## src/rtl/n_bit_sipo_rx.sv

```systemverilog
`default_nettype none
// ============================================================================
// Module   : n_bit_sipo_rx
// Purpose  : Serial-in/parallel-out frame receiver (start, n data MSB-first,
//            stop) with valid/ready output buffer and sticky error flags.
//            Optional even-parity bit enabled by N_BIT_SIPO_PARITY_EN.
// Revision : 1.0 - initial release
// ============================================================================
module n_bit_sipo_rx #(
    parameter int n = 4
) (
    input  logic         clk,
    input  logic         rst_n,
    input  logic         din,
    input  logic         bit_en,
    output logic [n-1:0] Q,
    output logic         q_valid,
    input  logic         q_ready,
    output logic         frame_err,
    output logic         overrun,
    output logic         busy
`ifdef N_BIT_SIPO_PARITY_EN
    ,
    output logic         parity_err
`endif
);

    localparam int            CW     = $clog2(n);
    localparam logic [CW-1:0] c_LAST = CW'(n - 1);

`ifdef N_BIT_SIPO_PARITY_EN
    typedef enum logic [1:0] {S_IDLE = 2'd0, S_DATA = 2'd1, S_STOP = 2'd2, S_PARITY = 2'd3} state_t;
`else
    typedef enum logic [1:0] {S_IDLE = 2'd0, S_DATA = 2'd1, S_STOP = 2'd2} state_t;
`endif

    state_t          r_state;
    logic [CW-1:0]   r_cnt;
    logic [n-1:0]    r_shift;
    logic            w_word_ok;
    logic            w_can_load;

`ifdef N_BIT_SIPO_PARITY_EN
    logic            r_par_bad;
    assign w_word_ok = ~r_par_bad;
`else
    assign w_word_ok = 1'b1;
`endif

    // Buffer can take a new word if empty or being drained on this same edge.
    assign w_can_load = ~q_valid | q_ready;

    always_ff @(posedge clk) begin
        if (!rst_n) begin
            r_state   <= S_IDLE;
            r_cnt     <= '0;
            r_shift   <= '0;
            Q         <= '0;
            q_valid   <= 1'b0;
            frame_err <= 1'b0;
            overrun   <= 1'b0;
            busy      <= 1'b0;
`ifdef N_BIT_SIPO_PARITY_EN
            r_par_bad  <= 1'b0;
            parity_err <= 1'b0;
`endif
        end else begin
            if (q_valid && q_ready) begin
                q_valid <= 1'b0;
            end
            if (bit_en) begin
                case (r_state)
                    S_IDLE: begin
                        if (!din) begin
                            r_state <= S_DATA;
                            r_cnt   <= '0;
                            busy    <= 1'b1;
`ifdef N_BIT_SIPO_PARITY_EN
                            r_par_bad <= 1'b0;
`endif
                        end
                    end
                    S_DATA: begin
                        r_shift <= {r_shift[n-2:0], din};
                        r_cnt   <= r_cnt + 1'b1;
                        if (r_cnt == c_LAST) begin
`ifdef N_BIT_SIPO_PARITY_EN
                            r_state <= S_PARITY;
`else
                            r_state <= S_STOP;
`endif
                        end
                    end
`ifdef N_BIT_SIPO_PARITY_EN
                    S_PARITY: begin
                        // Even parity: the parity bit equals the XOR of the data bits.
                        if (din != ^r_shift) begin
                            r_par_bad  <= 1'b1;
                            parity_err <= 1'b1;
                        end
                        r_state <= S_STOP;
                    end
`endif
                    S_STOP: begin
                        r_state <= S_IDLE;
                        busy    <= 1'b0;
                        if (!din) begin
                            frame_err <= 1'b1;
                        end else if (w_word_ok) begin
                            if (w_can_load) begin
                                Q       <= r_shift;
                                q_valid <= 1'b1;
                            end else begin
                                overrun <= 1'b1;
                            end
                        end
                    end
                    default: begin
                        r_state <= S_IDLE;
                        busy    <= 1'b0;
                    end
                endcase
            end
        end
    end

endmodule
`default_nettype wire

```

## config.mk

```make
export PLATFORM = sky130hd
export DESIGN_NAME = n_bit_sipo_rx
export DESIGN_NICKNAME = d
export VERILOG_FILES = /design/src/rtl/n_bit_sipo_rx.sv
export SDC_FILE = /design/constraint.sdc
export NUM_CORES = 1
export LEC_CHECK = 0
export ABC_CLOCK_PERIOD_IN_PS = 1350
export BUFFER_PORTS_ARGS = -buffer_cell sky130_fd_sc_hd__buf_2
export CAP_MARGIN = 30
export CORE_MARGIN = 2
export CORE_UTILIZATION = 50
export DETAILED_ROUTE_END_ITERATION = 8
export MAX_ROUTING_LAYER = met4
export PLACE_DENSITY = 0.76
export RECOVER_POWER = 25
export SYNTH_ARGS = -nofsm -noshare
export SYNTH_HDL_FRONTEND = slang
export SYNTH_SLANG_ARGS = --single-unit
```

## constraint.sdc

```tcl
create_clock -name clk -period 1.35 [get_ports clk]
set_input_delay 0.0675 -clock clk [delete_from_list [all_inputs] [get_ports clk]]
set_output_delay 0.0675 -clock clk [all_outputs]
set_load 0.02 [all_outputs]
```

* Yosys cells after proc, flatten, opt, wreduce, memory -nomap -nowiden
Cells that the tools add are included.
** Cells by class
- Reductions and logical operators :: 10
- Bitwise gates (word level) :: 5
- Multiply operators :: 0
- $add $sub $neg :: 1
- Divide/modulo/power cells :: 0
- Mux-type cells :: 12
- Eq/ne operators :: 5
- Shifts and indexed selects :: 0
- Order comparisons :: 0
** Operator list (count)
- $reduce_and 3->1 :: 4
- $pmux 2 s2 :: 2
- $reduce_and 4->1 :: 2
- $mux 1 :: 6
- $mux 2 :: 3
- $eq 2x2->1 const B :: 2
- $ne 2x2->1 const B :: 2
- $not 1->1 :: 4
- $add 2x1->2 const B :: 1
- $eq 2x1->1 const B :: 1
- $logic_not 2->1 :: 1
- $pmux 1 s2 :: 1
- $reduce_and 2->1 :: 1
- $reduce_bool 2->1 :: 1
- $logic_and 1x1->1 :: 1
- $or 1x1->1 :: 1
** Word-level totals
- Bits in writable memories :: 0
- Bits in latches :: 0
- ROM bits :: 0
- Logic and storage cells :: 41
- Flip-flop bits (word level) :: 16
- Input bits :: 5
- Output and inout port bits :: 8
- Memories kept :: 0

* Logic depth before layout (Yosys ltp)
- Depth after elaboration :: 6
- Gate-level depth with buffers :: 4

* Least setup slack after synthesis
OpenSTA, ideal clock, no wires.
- Path kind :: flip-flop to flip-flop
- Start :: reg q_valid
- End :: reg Q[0]
- Clock period less this slack :: 1.016 ns
- Path slack :: 0.334 ns
- Arrival :: 0.898 ns
- Required time :: 1.232 ns
- Stages on the path, launching flop included :: 5
- Path through :: dfxtp_1 -> nand2b_1 -> nor2b_1 -> buf_4 -> mux2i_1
** Between the ends
- Word-level cells in the longest chain between the ends :: 3
** Ends and longest elaborated chain
- from (decl) :: RTL line 17 : output logic q_valid,
- from (signal assigned) :: RTL line 59 : q_valid <= 1'b0;
- from (signal assigned) :: RTL line 69 : q_valid <= 1'b0;
- from (signal assigned) :: RTL line 112 : q_valid <= 1'b1;
- $not 1->1 :: RTL line 51 : assign w_can_load = ~q_valid | q_ready;
- $or 1x1->1 :: RTL line 51
- $reduce_and 4->1 (no line)
- to (signal assigned) :: RTL line 111 : Q <= r_shift;
- to (decl) :: RTL line 16 : output logic [n-1:0] Q,
No other way between the ends.
A chain may end at the register's enable or synchronous reset.

* Worst setup path in the final report
- Start :: reg r_state[0]
- End :: reg r_shift[2]
** Between the ends
- Word-level cells in the longest chain between the ends :: 2
** Ends and longest elaborated chain
- from (decl) :: RTL line 37 : state_t r_state;
- from (signal assigned) :: RTL line 55 : r_state <= S_IDLE;
- from (signal assigned) :: RTL line 75 : r_state <= S_DATA;
- from (signal assigned) :: RTL line 90 : r_state <= S_STOP;
- $eq 2x1->1 :: RTL line 72 : case (r_state)
- $reduce_and 2->1 (no line)
- to (signal assigned) :: RTL line 84 : r_shift <= {r_shift[n-2:0], din};
- to (decl) :: RTL line 39 : logic [n-1:0] r_shift;
No other way between the ends.

==> results_dict.tcl <==
set metrics [dict create \
    outcome "finished clean" \
    cts.clk_slew.worst_paths_ns 0.09 \
    synth_top_family_by_area "simple AND/OR/NAND/NOR gates" \
    critPathKind "flip-flop to flip-flop" \
    fin_crit_sh_pct 87.0 \
    hold_buffers 0 \
    max_freq_ghz 0.852 \
    synth.cell_area_sq_um 662 \
    arrival_ns 1.35 \
    ys_seq_area_share_pct 48.4 \
    skew_ns 0.00548 \
    p_total_uw 770 \
    die-area_sq_um 1630 \
    start_util_pct 52.2 \
    synthCells 69 \
    syn_to_final_growth_pct 11.3 \
    routed_wl_um 987 \
    grt_pass1_vias 365 \
    htreeDepth 1 \
    track_usage_pct 14.2 \
    ios 13 \
    nets 89 \
    numPortBuffers 12 \
    slowest_stage "dfxtp_1" \
    cellLeakagePower_nw 0.266 \
    clkLatencyLatePin_ns 0.27 \
    relSlewSlack_pct 79.0 \
    final_util_pct 58.1 \
    hold_path_class "primary input to flip-flop" \
    avgSynthCellArea_sq_um 9.59 \
    synth_common_cells "16 x dfxtp_1, 11 x nand2_1, 8 x mux2i_1, 8 x nor2b_1" \
    antenna_cells 0 \
    grt-ovfl-total 0 \
    synth-edff-count 0 \
    core_area_sq_um 1270 \
    hold_viol_final 0 \
    worstPathRequired_ns 1.52 \
    drv_cap 0 \
    synth_async_sr_flop_share_pct 0 \
    die_w_um 40.4 \
    synthMuxAreaShare_pct 12.1 \
    critPathTopFamily "simple AND/OR/NAND/NOR gates" \
    place_ws_ns 0.187 \
    synth_top_cell_area_share_pct 48.4 \
    pwr_density_cell_nw_per_um2 1040 \
    place_inst 93 \
    hpwl_um 727 \
    tns_ns 0 \
    drt_pass1_iterations 2 \
    synth-xor-area-share_pct 0 \
    synth_compound_area_share_pct 11.3 \
    cts_tree "done" \
    drive_gt1_share_pct 12.3 \
    synth_fp_nets 75 \
    stdcell_count 96 \
    finalMaxSlewViolations 0 \
    peakVddDrop_v 0.000700 \
    critPathBufInv 0 \
    crit_path_end_kind "flip-flop" \
    ys_warn_count 0 \
    ys_types 21 \
    cts_sinks 16 \
    start_kind "flip-flop" \
    rsz0062_at_grt "no" \
    r2r_slack_ns 0.18 \
    die_h_um 40.4 \
    crit_fanout 7 \
    cts_buffer_depth 2 \
    grt_pass1_wl_um 1500 \
    setup_viol 0 \
    wl_per_cell_um 10.3 \
    yosys.area_share.simple_pct 21.7 \
    rows 13 \
    synth.most_common_cell "dfxtp_1" \
    synth_ff_type "dfxtp_1" \
    drt_iter0_markers 4 \
    drtAntennaViolNets 0 \
    cts_setup_buffers 0 \
    cts_buffers 3 \
    max_stage_delay_ns 0.41 \
    via_count 475 \
    place_congestion 0.773 \
    worstMarginPinSlew_ns 0.315 \
    period_needed_ns 1.17 \
    path_cells "and3b_1 -> mux2i_1 -> nor2b_1" \
    drc 0 \
    grt_antenna_before_repair 0 \
    synth_top_area_cell "dfxtp_1" \
    synthTopCellsByArea "dfxtp_1 48%, mux2i_1 12%, nor2b_1 7.6%, nand2_1 6.2%, nand2b_1 2.8%" \
    worst_slack_ns 0.176 \
    cts_root_buf "clkbuf_4" \
    cts_resized 0 \
    synth-seq-cells 16 \
    vias_per_cell 4.95 \
    grt_max_degree 21 \
    synth_fa_ha_area_share_pct 1.89 \
]
==> per-layer routing <==
layer  wire length [um]  share of wire, %  GRT usage, %
met3                 34               3.4          5.00
met5                  0                 0             -
met1                502                51          19.0
met2                442                45          19.4
met4                  8              0.81          5.00
==> stage by stage <==
step / area, sq um / hold slack, ns
final: 737 / 0.119
after CTS: 744 / 0.116
after floorplan: 662 / 0.223
after global placement: 722 / 0.391
after detailed placement: 722 / 0.404
after global routing: 737 / 0.123
==> final timing paths <==
path | from | to | depth (start not counted)
worst max-delay path | r_state[0]$_SDFFE_PN0P_ | r_shift[2]$_SDFFE_PN0P_ | 3
worst min-delay path | q_ready | q_valid$_SDFF_PN0_ | 3
worst max register to register | r_state[0]$_SDFFE_PN0P_ | r_shift[2]$_SDFFE_PN0P_ | 3
worst min register to register | Q[2]$_SDFFE_PN0P_ | Q[2]$_SDFFE_PN0P_ | 2
==> kinds of logic (layout without fill, tap and decap cells) <==
group,Yosys count,in the layout
adders and majority gates,1,1
buffers and inverters,5,17
and+or+nand+nor,28,28
muxes,8,8
AOI/OAI and AO/OA,11,11
DFF,16,16
==> power by group <==
| group | total [mW] | switching (mW) | leakage [nW] | internal (mW) |
|---|---|---|---|---|
| Clock | 0.238 | 0.135 | 0.0138 | 0.103 |
| Combinational | 0.0478 | 0.0263 | 0.123 | 0.0215 |
| Sequential | 0.484 | 0.00542 | 0.129 | 0.479 |
==> cells in the final DEF (no fill, tap or decap) <==
| cell type | n |
|---|---|
| dfxtp_1 | 16 |
| nand2_1 | 11 |
| nor2b_1 | 8 |
| mux2i_1 | 8 |
| buf_2 | 6 |
| clkbuf_1 | 6 |
| nor2_1 | 3 |
| nand2b_1 | 3 |
| o21ai_0 | 3 |
| clkbuf_4 | 3 |
| a21boi_1 | 2 |
| o21a_1 | 2 |
| a21oi_1 | 1 |
| inv_1 | 1 |
| and3b_1 | 1 |
| a2bb2oi_1 | 1 |
| nand4b_1 | 1 |
| a32oi_1 | 1 |
| a21boi_0 | 1 |
| nor3_1 | 1 |
| ha_1 | 1 |
| buf_4 | 1 |
==> cell type report <==
type                       instances  area, sq um
multi-input combinational         48          312
clock buffer                       3         22.5
inverter                           1         3.75
timing repair buffer              13         60.1
fill                             117          532
sequential                        16          320
tap                               15         18.8
==> sequential cells by signal, summed over array words and instances, names as in the netlist <==
signal / count
r_state: 2
r_cnt: 2
frame_err: 1
r_shift: 4
busy: 1
Q: 4
q_valid: 1
overrun: 1
==> worst min-delay path, delay by kind of cell <==
kind,cells,cell delay (ns)
buffers and inverters,1,0.07
and+or+nand+nor,1,0.12
AOI/OAI and AO/OA,1,0.09
(Power assumes the default switching activity.)
